==> config.mk <==
export PLATFORM = sky130hd
export DESIGN_NAME = spi_flash_reader
export DESIGN_NICKNAME = d
export VERILOG_FILES = /design/src/rtl/spi_flash_reader.sv
export SDC_FILE = /design/constraint.sdc
export NUM_CORES = 1
export LEC_CHECK = 0
export BUFFER_PORTS_ARGS = -buffer_cell sky130_fd_sc_hd__clkbuf_2
export CAP_MARGIN = 10
export CORE_ASPECT_RATIO = 1.4
export CORE_MARGIN = 4
export CORE_UTILIZATION = 39
export CTS_CLUSTER_SIZE = 12
export DETAILED_ROUTE_END_ITERATION = 10
export SLEW_MARGIN = 20
export SYNTH_ARGS = -nofsm -noshare
export SYNTH_HDL_FRONTEND = slang
export SYNTH_SLANG_ARGS = --single-unit
==> constraint.sdc <==
create_clock -name clk125m -period 4.1 [get_ports clk125m]
set_input_delay 1.025 -clock clk125m [delete_from_list [all_inputs] [get_ports clk125m]]
set_output_delay 1.025 -clock clk125m [all_outputs]
set_load 0.02 [all_outputs]
==> src/rtl/spi_flash_reader.sv <==
// SPI mode-0 master reading a byte block from serial flash onto a valid/ready stream.
// Build option SPI_FAST_READ_EN: issue FAST READ (0x0B) with one dummy byte instead of READ (0x03).
module spi_flash_reader #(
  parameter int CLK_DIV = 2,
  parameter int LEN_W   = 16
) (
  input  logic             clk125m,
  input  logic             rst_n,
  input  logic             start,
  input  logic [23:0]      addr,
  input  logic [LEN_W-1:0] len,
  output logic             busy,
  output logic             done,
  output logic [7:0]       dout,
  output logic             dout_valid,
  input  logic             dout_ready,
  output logic             cs_n,
  output logic             sclk,
  output logic             mosi,
  input  logic             miso
);
  // state    | meaning
  // IDLE     | bus idle, waiting for start
  // CS_SETUP | cs_n low, command MSB on mosi, before first SCK
  // CMD      | shifting the 8-bit command
  // ADDR     | shifting the 24-bit address
  // DUMMY    | fast-read dummy byte, mosi low, nothing captured
  // DATA     | shifting in data bytes, may stall between bytes
  // CS_HOLD  | sclk low after last bit, then release cs_n
  // DRAIN    | wait for the consumer to take the last byte
  // GAP      | minimum cs_n high time, start ignored
`ifdef SPI_FAST_READ_EN
  localparam logic [7:0] CMD_BYTE = 8'h0B;
`else
  localparam logic [7:0] CMD_BYTE = 8'h03;
`endif
  localparam int DIV_W = $clog2(2*CLK_DIV) + 1;
  localparam logic [DIV_W-1:0] DIV_LOAD = DIV_W'(CLK_DIV - 1);
  localparam logic [DIV_W-1:0] GAP_LOAD = DIV_W'(2*CLK_DIV - 1);

  typedef enum logic [3:0] {
    IDLE, CS_SETUP, CMD, ADDR, DUMMY, DATA, CS_HOLD, DRAIN, GAP
  } state_t;

  state_t           r_state,     w_state;
  logic [DIV_W-1:0] r_div,       w_div;
  logic [4:0]       r_bit_cnt,   w_bit_cnt;
  logic             r_sclk,      w_sclk;
  logic             r_cs_n,      w_cs_n;
  logic [31:0]      r_shift_out, w_shift_out;
  logic [7:0]       r_shift_in,  w_shift_in;
  logic [LEN_W-1:0] r_remain,    w_remain;
  logic [7:0]       r_dout,      w_dout;
  logic             r_dout_valid, w_dout_valid;
  logic             r_busy,      w_busy;
  logic             r_done,      w_done;
  logic             w_stall;

  always_ff @(posedge clk125m or negedge rst_n) begin
    if (!rst_n) begin
      r_state      <= IDLE;
      r_div        <= '0;
      r_bit_cnt    <= '0;
      r_sclk       <= 1'b0;
      r_cs_n       <= 1'b1;
      r_shift_out  <= '0;
      r_shift_in   <= '0;
      r_remain     <= '0;
      r_dout       <= '0;
      r_dout_valid <= 1'b0;
      r_busy       <= 1'b0;
      r_done       <= 1'b0;
    end else begin
      r_state      <= w_state;
      r_div        <= w_div;
      r_bit_cnt    <= w_bit_cnt;
      r_sclk       <= w_sclk;
      r_cs_n       <= w_cs_n;
      r_shift_out  <= w_shift_out;
      r_shift_in   <= w_shift_in;
      r_remain     <= w_remain;
      r_dout       <= w_dout;
      r_dout_valid <= w_dout_valid;
      r_busy       <= w_busy;
      r_done       <= w_done;
    end
  end

  // Hold SCK low before a byte's first rise while the previous byte is still unconsumed.
  assign w_stall = (r_state == DATA) && (r_bit_cnt == 5'd7) && r_dout_valid && !dout_ready;

  always_comb begin
    w_state      = r_state;
    w_div        = r_div;
    w_bit_cnt    = r_bit_cnt;
    w_sclk       = r_sclk;
    w_cs_n       = r_cs_n;
    w_shift_out  = r_shift_out;
    w_shift_in   = r_shift_in;
    w_remain     = r_remain;
    w_dout       = r_dout;
    w_dout_valid = r_dout_valid;
    w_busy       = r_busy;
    w_done       = 1'b0;

    if (r_dout_valid && dout_ready) w_dout_valid = 1'b0;

    case (r_state)
      IDLE: begin
        if (start) begin
          if (len == '0) begin
            w_done = 1'b1;
          end else begin
            w_state     = CS_SETUP;
            w_cs_n      = 1'b0;
            w_busy      = 1'b1;
            w_div       = DIV_LOAD;
            w_shift_out = {CMD_BYTE, addr};
            w_remain    = len;
          end
        end
      end
      CS_SETUP: begin
        if (r_div != '0) begin
          w_div = r_div - 1'b1;
        end else begin
          w_state   = CMD;
          w_div     = DIV_LOAD;
          w_bit_cnt = 5'd7;
        end
      end
      CMD, ADDR, DUMMY, DATA: begin
        // Byte completes on the first cycle of the 8th high phase; a new byte overrides a handshake.
        if ((r_state == DATA) && r_sclk && (r_bit_cnt == '0) && (r_div == DIV_LOAD)) begin
          w_dout       = r_shift_in;
          w_dout_valid = 1'b1;
          w_remain     = r_remain - 1'b1;
        end
        if (r_div != '0) begin
          w_div = r_div - 1'b1;
        end else if (!r_sclk) begin
          if (!w_stall) begin
            w_sclk     = 1'b1;
            w_div      = DIV_LOAD;
            w_shift_in = {r_shift_in[6:0], miso};
          end
        end else begin
          w_sclk      = 1'b0;
          w_div       = DIV_LOAD;
          w_shift_out = {r_shift_out[30:0], 1'b0};
          if (r_bit_cnt != '0) begin
            w_bit_cnt = r_bit_cnt - 1'b1;
          end else begin
            w_bit_cnt = 5'd7;
            if (r_state == CMD) begin
              w_state   = ADDR;
              w_bit_cnt = 5'd23;
            end else if (r_state == ADDR) begin
`ifdef SPI_FAST_READ_EN
              w_state = DUMMY;
`else
              w_state = DATA;
`endif
            end else if (r_state == DUMMY) begin
              w_state = DATA;
            end else if (w_remain == '0) begin
              w_state = CS_HOLD;
            end
          end
        end
      end
      CS_HOLD: begin
        if (r_div != '0) begin
          w_div = r_div - 1'b1;
        end else begin
          w_cs_n  = 1'b1;
          w_state = DRAIN;
        end
      end
      DRAIN: begin
        if (!r_dout_valid) begin
          w_done  = 1'b1;
          w_busy  = 1'b0;
          w_state = GAP;
          w_div   = GAP_LOAD;
        end
      end
      GAP: begin
        if (r_div != '0) w_div = r_div - 1'b1;
        else             w_state = IDLE;
      end
      default: w_state = IDLE;
    endcase
  end

  assign busy       = r_busy;
  assign done       = r_done;
  assign dout       = r_dout;
  assign dout_valid = r_dout_valid;
  assign cs_n       = r_cs_n;
  assign sclk       = r_sclk;
  assign mosi       = r_shift_out[31];

endmodule

==> impl_metrics.tcl, run 1 <==
set metrics [dict create \
    ir_drop_v 0.000355 \
    dp_hpwl_um 7500 \
    die_x_um 97.4 \
    cp.arrival_ns 3.64 \
    synth_top_area_frac 0.459 \
    cellLeakagePower_nw 2.36 \
    tightest_slew_ns 0.738 \
    fp-row-count 45 \
    ios 59 \
    hold_path.class "flop to flop" \
    async_flop_share 1.00 \
    dr_total_vias 3772 \
    rsz0062_at_grt "false" \
    drc 0 \
    cts_buffers 9 \
    layoutNonFillerInstCount 689 \
    period_share 0.830 \
    die_h_um 133 \
    drt_iter0_markers 303 \
    p_per_area_nw_per_um2 784 \
    coreArea_um2 10900 \
    dp.cells 676 \
    setup_tns_ns 0 \
    tritoncts "yes" \
    post_cts_buffers 0 \
    die-area_um2 13000 \
    syn_to_final_growth_pct 16.6 \
    drv_cap 0 \
    placed_cell_area_um2 4780 \
    mostFrequentLayoutCell "nand2_1" \
    synth_top_cells_by_area "dfrtp_1 (46%), nand2_1 (7.8%), o21ai_0 (6.5%)" \
    synthesis.instances 501 \
    yosys_warnings 0 \
    hold_viol 0 \
    drt_wl_total_um 10600 \
    portBuffers 58 \
    ctsHoldBuffers 0 \
    drt-wirelength-per-cell_um 15.4 \
    vias_per_cell 5.47 \
    synth_edf_count 0 \
    clock_skew_ns 0.00655 \
    grt_pass1_vias 3718 \
    final_cell_area_um2 5090 \
    htree_levels 3 \
    cts_num_sinks 81 \
    clkLatencyLatePin_ns 0.34 \
    slew_headroom 0.501 \
    grt_pass1_wl_um 18000 \
    clock_path_buffers 2 \
    fmax_mhz 294 \
    synth.avg_cell_area_um2 8.71 \
    grt_max_degree 82 \
    slew_violations 0 \
    synthFlopType "dfrtp_1" \
    cts_root_buf "clkbuf_16" \
    yosysSeqAreaShare 0.465 \
    antenna_found_initial 0 \
    dr.pass1.iters 4 \
    worstPathRequired_ns 4.34 \
    cts-resized-gates 0 \
    post-route-min-period_ns 3.40 \
    synth-seq-cells 81 \
    nFillCells 1102 \
    place_congestion 0.860 \
    path_clk_slew_ns 0.06 \
    synth.distinct_cells 57 \
    drive_above_1_share 0.175 \
    synth_area_um2 4360 \
    final_antenna_net_count 0 \
    post-route-util 0.466 \
    worstSetupStartpointType "flop" \
    outcome "complete, no violations" \
    gr-total-overflow 0 \
    cp-end-kind "flop" \
    fin_total_pwr_w 0.00399 \
    fin_nets 598 \
    yosysTopAreaCell "dfrtp_1" \
    critical_path_class "flop to flop" \
    diodes 0 \
    setup_viol 0 \
    groute.usage.overall 0.170 \
    final_cell_mix "nand2_1 (91), dfrtp_1 (80), clkbuf_2 (57)" \
    synth_nets 553 \
    start_util 0.400 \
    crit_fanout 17 \
]
## layout make-up
| type | instances | area, µm² | area share |
|---|---|---|---|
| Inverter | 11 | 41.3 | 0.00811 |
| Tap cell | 141 | 176 | 0.0347 |
| Sequential cell | 81 | 2030 | 0.398 |
| Multi-Input combinational cell | 377 | 2180 | 0.428 |
| Timing Repair Buffer | 66 | 357 | 0.0701 |
| Clock inverter | 3 | 67.6 | 0.0133 |
| Clock buffer | 10 | 239 | 0.0470 |
## critical path, cell delays in order, from the launching register on
cell     delay [ns]
dfrtp_1        0.41
inv_1          0.10
ha_1           0.17
or4b_1         0.55
or3_1          0.69
or3_4          0.48
o21ai_1        0.14
nand4_1        0.14
o41a_1         0.44
o41ai_2        0.19
## registers in the layout, indices dropped and copies added, names as in the netlist
| register | count |
|---|---|
| cs_n | 1 |
| r_div | 3 |
| done | 1 |
| r_remain | 16 |
| r_bit_cnt | 5 |
| dout_valid | 1 |
| sclk | 1 |
| busy | 1 |
| r_shift_in | 8 |
| r_shift_out | 32 |
| r_state | 4 |
| dout | 8 |
## through the flow
stage	hold slack (ns)	setup WS (ns)
global route	0.505	0.525
finish	0.470	0.699
floorplan	0.438	1.09
CTS	0.471	0.694
global placement	0.453	0.810
detailed placement	0.457	0.709
## per-layer routing
layer  wire length, µm  GRT usage  up-vias
li1                  -          -     1847
met1              4610      0.208     1814
met2              5190      0.281       93
met3               563     0.0466       18
met4               260     0.0708        0
met5                 0          0        -
## cells by family (layout without fill, tap and decap cells)
kind of cell    after synthesis  count (layout)  share of synthesized area
compound gates              125             125                      0.167
mux                          33              33                     0.0780
simple gates                206             206                      0.220
fa+ha+maj                     7               7                     0.0201
flops                        81              81                      0.465
xor+xnor                      6               6                     0.0120
buf+inv                      43              90                     0.0376
## synthesized netlist by cell type, types with 3 or more instances
cell	count
nor2b_1	4
ha_1	7
inv_1	11
mux2_2	8
o22ai_1	6
nor4_1	9
or3_1	4
nor3_1	13
o21ai_0	57
nand3_1	10
nand2b_1	7
a21oi_1	31
mux2i_1	25
nand4_1	7
nand2_1	91
o211ai_1	3
o21ai_1	3
dfrtp_1	80
xor2_1	4
nor2_1	43
clkbuf_1	30
## power by group
group	internal (W)	switching [W]	total, W
clock network	0.000539	0.000309	0.000849
logic	0.000662	0.00103	0.00169
registers	0.00112	0.000328	0.00145
## path summary, 6_finish.rpt
path	from	end	slack [ns]	cells past startpoint
worst max-delay path	r_bit_cnt[0]$_DFFE_PN0P_	r_state[1]$_DFFE_PN0P_	0.70	9
worst min-delay path	r_shift_in[7]$_DFFE_PN0P_	dout[7]$_DFFE_PN0P_	0.47	2
worst max register to register	r_bit_cnt[0]$_DFFE_PN0P_	r_state[1]$_DFFE_PN0P_	0.70	9
worst min register to register	r_shift_in[7]$_DFFE_PN0P_	dout[7]$_DFFE_PN0P_	0.47	2
max in group asynchronous	rst_n	r_shift_out[17]$_DFFE_PN0P_	2.87	1
min in group asynchronous	rst_n	dout[5]$_DFFE_PN0P_	0.74	1
No activity file was read; power rests on OpenSTA's default activity.
==> inputs of run 2 (changes only) <==
==> constraint.sdc (replaced) <==
create_clock -name clk125m -period 3.4 [get_ports clk125m]
set_input_delay 0.85 -clock clk125m [delete_from_list [all_inputs] [get_ports clk125m]]
set_output_delay 0.85 -clock clk125m [all_outputs]
set_load 0.02 [all_outputs]
==> impl_metrics.tcl, run 2 (same netlist as run 1, synthesis figures left out) <==
set metrics [dict create \
    top_register "r_shift_out" \
    grt_pass1_vias 3726 \
    hold_path.class "flop to flop" \
    syn_to_final_growth_pct 17.7 \
    cts_num_sinks 81 \
    clkLatencyLatePin_ns 0.34 \
    crit_buf_inv 1 \
    fin_nets 600 \
    mostFrequentLayoutCell "nand2_1" \
    portBuffers 58 \
    dp_hpwl_um 7490 \
    path_delay_family "simple AND/OR/NAND/NOR gates" \
    diodes 0 \
    cts_root_buf "clkbuf_16" \
    tritoncts "yes" \
    dr.pass1.iters 4 \
    tightest_slew_ns 0.750 \
    timing.rr.start "r_bit_cnt[1]$_DFFE_PN0P_" \
    cp-end-kind "flop" \
    rsz0062_at_grt "false" \
    nFillCells 1090 \
    p_per_area_nw_per_um2 954 \
    vias_per_cell 5.39 \
    final_cell_area_um2 5140 \
    path_clk_slew_ns 0.06 \
    p_int_w 0.00284 \
    drt_iter0_markers 288 \
    ir_drop_v 0.000449 \
    worstSetupStartpointType "flop" \
    drt_wl_total_um 10500 \
    swShare 0.420 \
    gr-total-overflow 0 \
    hold_viol 0 \
    grt_max_degree 82 \
    worstPathRequired_ns 3.64 \
    netSwitchingPower_w 0.00206 \
    clock_skew_ns 0.0103 \
    fp-row-count 45 \
    drive_above_1_share 0.183 \
    drc 0 \
    coreArea_um2 10900 \
    drv_cap 0 \
    placed_cell_area_um2 4800 \
    final_cell_mix "nand2_1 (91), dfrtp_1 (80), clkbuf_2 (57)" \
    slew_violations 0 \
    post_cts_buffers 0 \
    htree_levels 3 \
    die-area_um2 13000 \
    antenna_found_initial 0 \
    cellLeakagePower_nw 2.37 \
    die_x_um 97.4 \
    crit_fanout 6 \
    clock_path_buffers 2 \
    setup_viol 0 \
    cp.arrival_ns 3.42 \
    drt-wirelength-per-cell_um 15.1 \
    die_h_um 133 \
    cts-resized-gates 0 \
    slowest_stage "or4b_1" \
    start_util 0.400 \
    hold_slack_ns 0.472 \
    post-route-util 0.470 \
    period_share 0.936 \
    cts_buffers 9 \
    final_antenna_net_count 0 \
    slew_headroom 0.493 \
    grt_pass1_wl_um 18000 \
    ios 59 \
    crit_start "r_bit_cnt[1]$_DFFE_PN0P_" \
    top_regs "r_shift_out (32), r_remain (16)" \
    dr_total_vias 3742 \
    outcome "complete, no violations" \
    place_congestion 0.865 \
    combPwrFrac 0.429 \
    hp-start "dout[3]$_DFFE_PN0P_" \
    clock_power_share 0.217 \
    setup_tns_ns 0 \
    post-route-min-period_ns 3.18 \
    p_seq_frac 0.354 \
    groute.usage.overall 0.170 \
    largest_register_ff_count 32 \
    fmax_mhz 314 \
    crit_chain "inv_1 -> ha_1 -> or4b_1 -> or3_1 -> or3_4 -> o21ai_1 -> nand4_1 -> o41a_1 -> o41ai_2" \
    fin_total_pwr_w 0.00490 \
    critPathMaxStageDelay_ns 0.55 \
    ctsHoldBuffers 0 \
    critical_path_class "flop to flop" \
]
[run 2: cell types whose count changed in the layout (fill, tap and decap cells not counted), sizes merged]
cell,previous run,this run
buf,9,11
clkinvlp,1,3
inv,11,13
clkbuf,67,66
[run 2: worst reg2reg max path, delay by kind of cell, from the launching register on]
family / cells / cell delay [ns]
buf+inv: 1 / 0.11
flops: 1 / 0.39
compound gates: 3 / 0.80
fa+ha+maj: 1 / 0.19
simple gates: 4 / 1.60
[run 2: final timing paths]
check                                                    to  slack [ns]  cells after the start
worst min-delay path                    dout[3]$_DFFE_PN0P_        0.47                      2
worst max-delay path                 r_state[1]$_DFFE_PN0P_        0.22                      9
worst max register to register       r_state[1]$_DFFE_PN0P_        0.22                      9
max in group asynchronous       r_shift_out[22]$_DFFE_PN0P_        2.34                      1
min in group asynchronous                  busy$_DFFE_PN0P_        0.53                      1
worst min register to register          dout[3]$_DFFE_PN0P_        0.47                      2
[run 2: power by group through the flow]
stage                     clock network [W]  registers (W)  logic (W)
final                               0.00106        0.00173    0.00211
after global routing                0.00113        0.00180    0.00242
after CTS                           0.00109        0.00173    0.00213
after detailed placement                  0        0.00174    0.00213
after global placement                    0        0.00173    0.00207
after floorplan                           0        0.00160    0.00183
[run 2: area by class of cell]
type	count	area, µm²	share of cell area
Tap cell	141	176	0.0343
Sequential cell	81	2030	0.395
Clock buffer	9	225	0.0438
Multi-Input combinational cell	377	2180	0.425
Timing Repair Buffer	68	384	0.0748
Inverter	11	41.3	0.00804
Clock inverter	7	100	0.0195
[run 2: per-layer routing]
layer	global-route usage	vias to the layer above	routed length, µm
li1	-	1857	-
met4	0.0793	0	279
met2	0.270	90	5100
met1	0.215	1776	4570
met3	0.0456	19	539
met5	0	-	0
[run 2: per-stage QoR]
| stage | setup slack (ns) | cells |
|---|---|---|
| final | 0.219 | 694 |
| after global routing | 0.0266 | 694 |
| after CTS | 0.223 | 694 |
| after detailed placement | 0.241 | 678 |
| after global placement | 0.361 | 678 |
| after floorplan | 0.390 | 501 |
==> inputs of run 3 (changes only) <==
--- a/config.mk
+++ b/config.mk
@@ -9,7 +9,7 @@
 export CAP_MARGIN = 10
 export CORE_ASPECT_RATIO = 1.4
 export CORE_MARGIN = 4
-export CORE_UTILIZATION = 39
+export CORE_UTILIZATION = 40
 export CTS_CLUSTER_SIZE = 12
 export DETAILED_ROUTE_END_ITERATION = 10
 export SLEW_MARGIN = 20
==> impl_metrics.tcl, run 3 (same netlist as run 1, synthesis figures left out) <==
set metrics [dict create \
    htree_levels 3 \
    path_clk_slew_ns 0.06 \
    gr-total-overflow 0 \
    ir_drop_v 0.000574 \
    cts_root_buf "clkbuf_16" \
    portBuffers 58 \
    slew_violations 0 \
    dp_hpwl_um 7340 \
    mostFrequentLayoutCell "nand2_1" \
    setup_tns_ns 0 \
    ctsHoldBuffers 0 \
    rsz0062_at_grt "false" \
    tightest_slew_ns 0.752 \
    fin_total_pwr_w 0.00497 \
    place_congestion 0.869 \
    drv_cap 0 \
    ios 59 \
    tritoncts "yes" \
    grt_pass1_wl_um 17700 \
    slowest_stage "or4b_1" \
    hold_viol 0 \
    slew_headroom 0.492 \
    cp-end-kind "flop" \
    cts_num_sinks 81 \
    nFillCells 1014 \
    top_register "r_shift_out" \
    worstSetupStartpointType "flop" \
    clock_path_buffers 2 \
    grt_max_degree 82 \
    crit_chain "inv_1 -> ha_1 -> or4b_1 -> or3_1 -> nor4_1 -> xnor2_1 -> nand4_1 -> o41a_1 -> o41ai_2" \
    drt_wl_total_um 10400 \
    cellLeakagePower_nw 2.40 \
    period_share 0.922 \
    p_per_area_nw_per_um2 965 \
    antenna_found_initial 0 \
    min_delay_path_depth 2 \
    multi_input_area_um2 2180 \
    critical_path_class "flop to flop" \
    r2r_end "r_state[1]$_DFFE_PN0P_" \
    fmax_mhz 319 \
    cts_buffers 9 \
    top_regs "r_shift_out (32), r_remain (16)" \
    drt_iter0_markers 323 \
    crit_fanout 6 \
    die_h_um 132 \
    syn_to_final_growth_pct 18.1 \
    coreArea_um2 10500 \
    clock_skew_ns 0.00602 \
    largest_register_ff_count 32 \
    fin_nets 600 \
    netSwitchingPower_w 0.00203 \
    holdPathEnd "dout[4]$_DFFE_PN0P_" \
    drive_above_1_share 0.181 \
    p_int_w 0.00294 \
    dr_total_vias 3778 \
    grt_pass1_vias 3663 \
    post_cts_buffers 0 \
    p_seq_frac 0.348 \
    reg2reg_slack_ns 0.27 \
    die_x_um 96.3 \
    drc 0 \
    groute.usage.overall 0.174 \
    swShare 0.409 \
    reg2regPathDepth 9 \
    outcome "complete, no violations" \
    hp-start "dout[4]$_DFFE_PN0P_" \
    diodes 0 \
    final_cell_mix "nand2_1 (91), dfrtp_1 (80), clkbuf_2 (57)" \
    clock_power_share 0.230 \
    start_util 0.415 \
    post-route-min-period_ns 3.13 \
    critPathMaxStageDelay_ns 0.55 \
    timing.rr.start "r_bit_cnt[0]$_DFFE_PN0P_" \
    cp.arrival_ns 3.37 \
    setup_viol 0 \
    dr.pass1.iters 5 \
    die-area_um2 12700 \
    hold_path.class "flop to flop" \
    combPwrFrac 0.422 \
    path_delay_family "simple AND/OR/NAND/NOR gates" \
    clkLatencyLatePin_ns 0.34 \
    fp-row-count 44 \
    crit_buf_inv 1 \
    drt-wirelength-per-cell_um 15.0 \
    seq_area_um2 2030 \
    final_antenna_net_count 0 \
    cts-resized-gates 0 \
    worstPathRequired_ns 3.64 \
    vias_per_cell 5.47 \
]
run 3: cell types whose count changed in the layout (fill, tap and decap cells not counted):
cell        before  now
bufinv_16        2    3
clkbuf_8         0    1
clkinv_2         0    1
clkinvlp_4       3    0
nor4_1           8    9
nor4_2           2    1
run 3: power by group through the flow:
stage          Combinational, W  Sequential, W  Clock [W]
2_1_floorplan           0.00183        0.00160          0
4_1_cts                 0.00212        0.00173    0.00117
3_5_place_dp            0.00212        0.00174          0
3_3_place_gp            0.00207        0.00173          0
6_report                0.00210        0.00173    0.00114
5_1_grt                 0.00239        0.00180    0.00121
run 3: how the worst max path moves through the flow:
stage	depth (start not counted)	slack [ns]	to	startpoint
floorplan	11	0.39	r_state[1]$_DFFE_PN0P_	r_bit_cnt[0]$_DFFE_PN0P_
global placement	9	0.36	r_state[1]$_DFFE_PN0P_	r_bit_cnt[0]$_DFFE_PN0P_
detailed placement	9	0.29	r_state[1]$_DFFE_PN0P_	r_bit_cnt[0]$_DFFE_PN0P_
CTS	9	0.28	r_state[1]$_DFFE_PN0P_	r_bit_cnt[0]$_DFFE_PN0P_
global route	9	0.05	r_state[1]$_DFFE_PN0P_	r_bit_cnt[1]$_DFFE_PN0P_
finish	9	0.27	r_state[1]$_DFFE_PN0P_	r_bit_cnt[0]$_DFFE_PN0P_
run 3: per-layer routing:
| layer | up-vias | global-route usage | share of wire |
|---|---|---|---|
| met5 | - | 0 | 0 |
| li1 | 1856 | - | - |
| met4 | 0 | 0.0546 | 0.015 |
| met2 | 105 | 0.279 | 0.49 |
| met3 | 13 | 0.0538 | 0.069 |
| met1 | 1804 | 0.223 | 0.42 |
run 3: through the flow:
stage               cells  instance area (µm²)  worst slack (ns)  hold WS [ns]   util
detailed placement    675                 4800             0.292         0.459  0.456
global placement      675                 4800             0.365         0.456  0.456
global route          691                 5150            0.0481         0.498  0.490
CTS                   691                 5150             0.277         0.472  0.490
finish                691                 5150             0.266         0.466  0.490
floorplan             501                 4360             0.390         0.438      -
run 3: area by class of cell:
| type | instances | share of cell area |
|---|---|---|
| multi-input cells | 377 | 0.422 |
| flip-flops and latches | 81 | 0.393 |
| repair buffers | 68 | 0.0745 |
| clock buffers | 10 | 0.0464 |
| well taps | 138 | 0.0335 |
| clock inverters | 6 | 0.0218 |
| inverters | 11 | 0.00801 |
run 3: tightest hold or removal path: stages, from the launching register on:
cell and delay, ns:
dfrtp_1 0.34, nand2_1 0.05, nand2_1 0.05
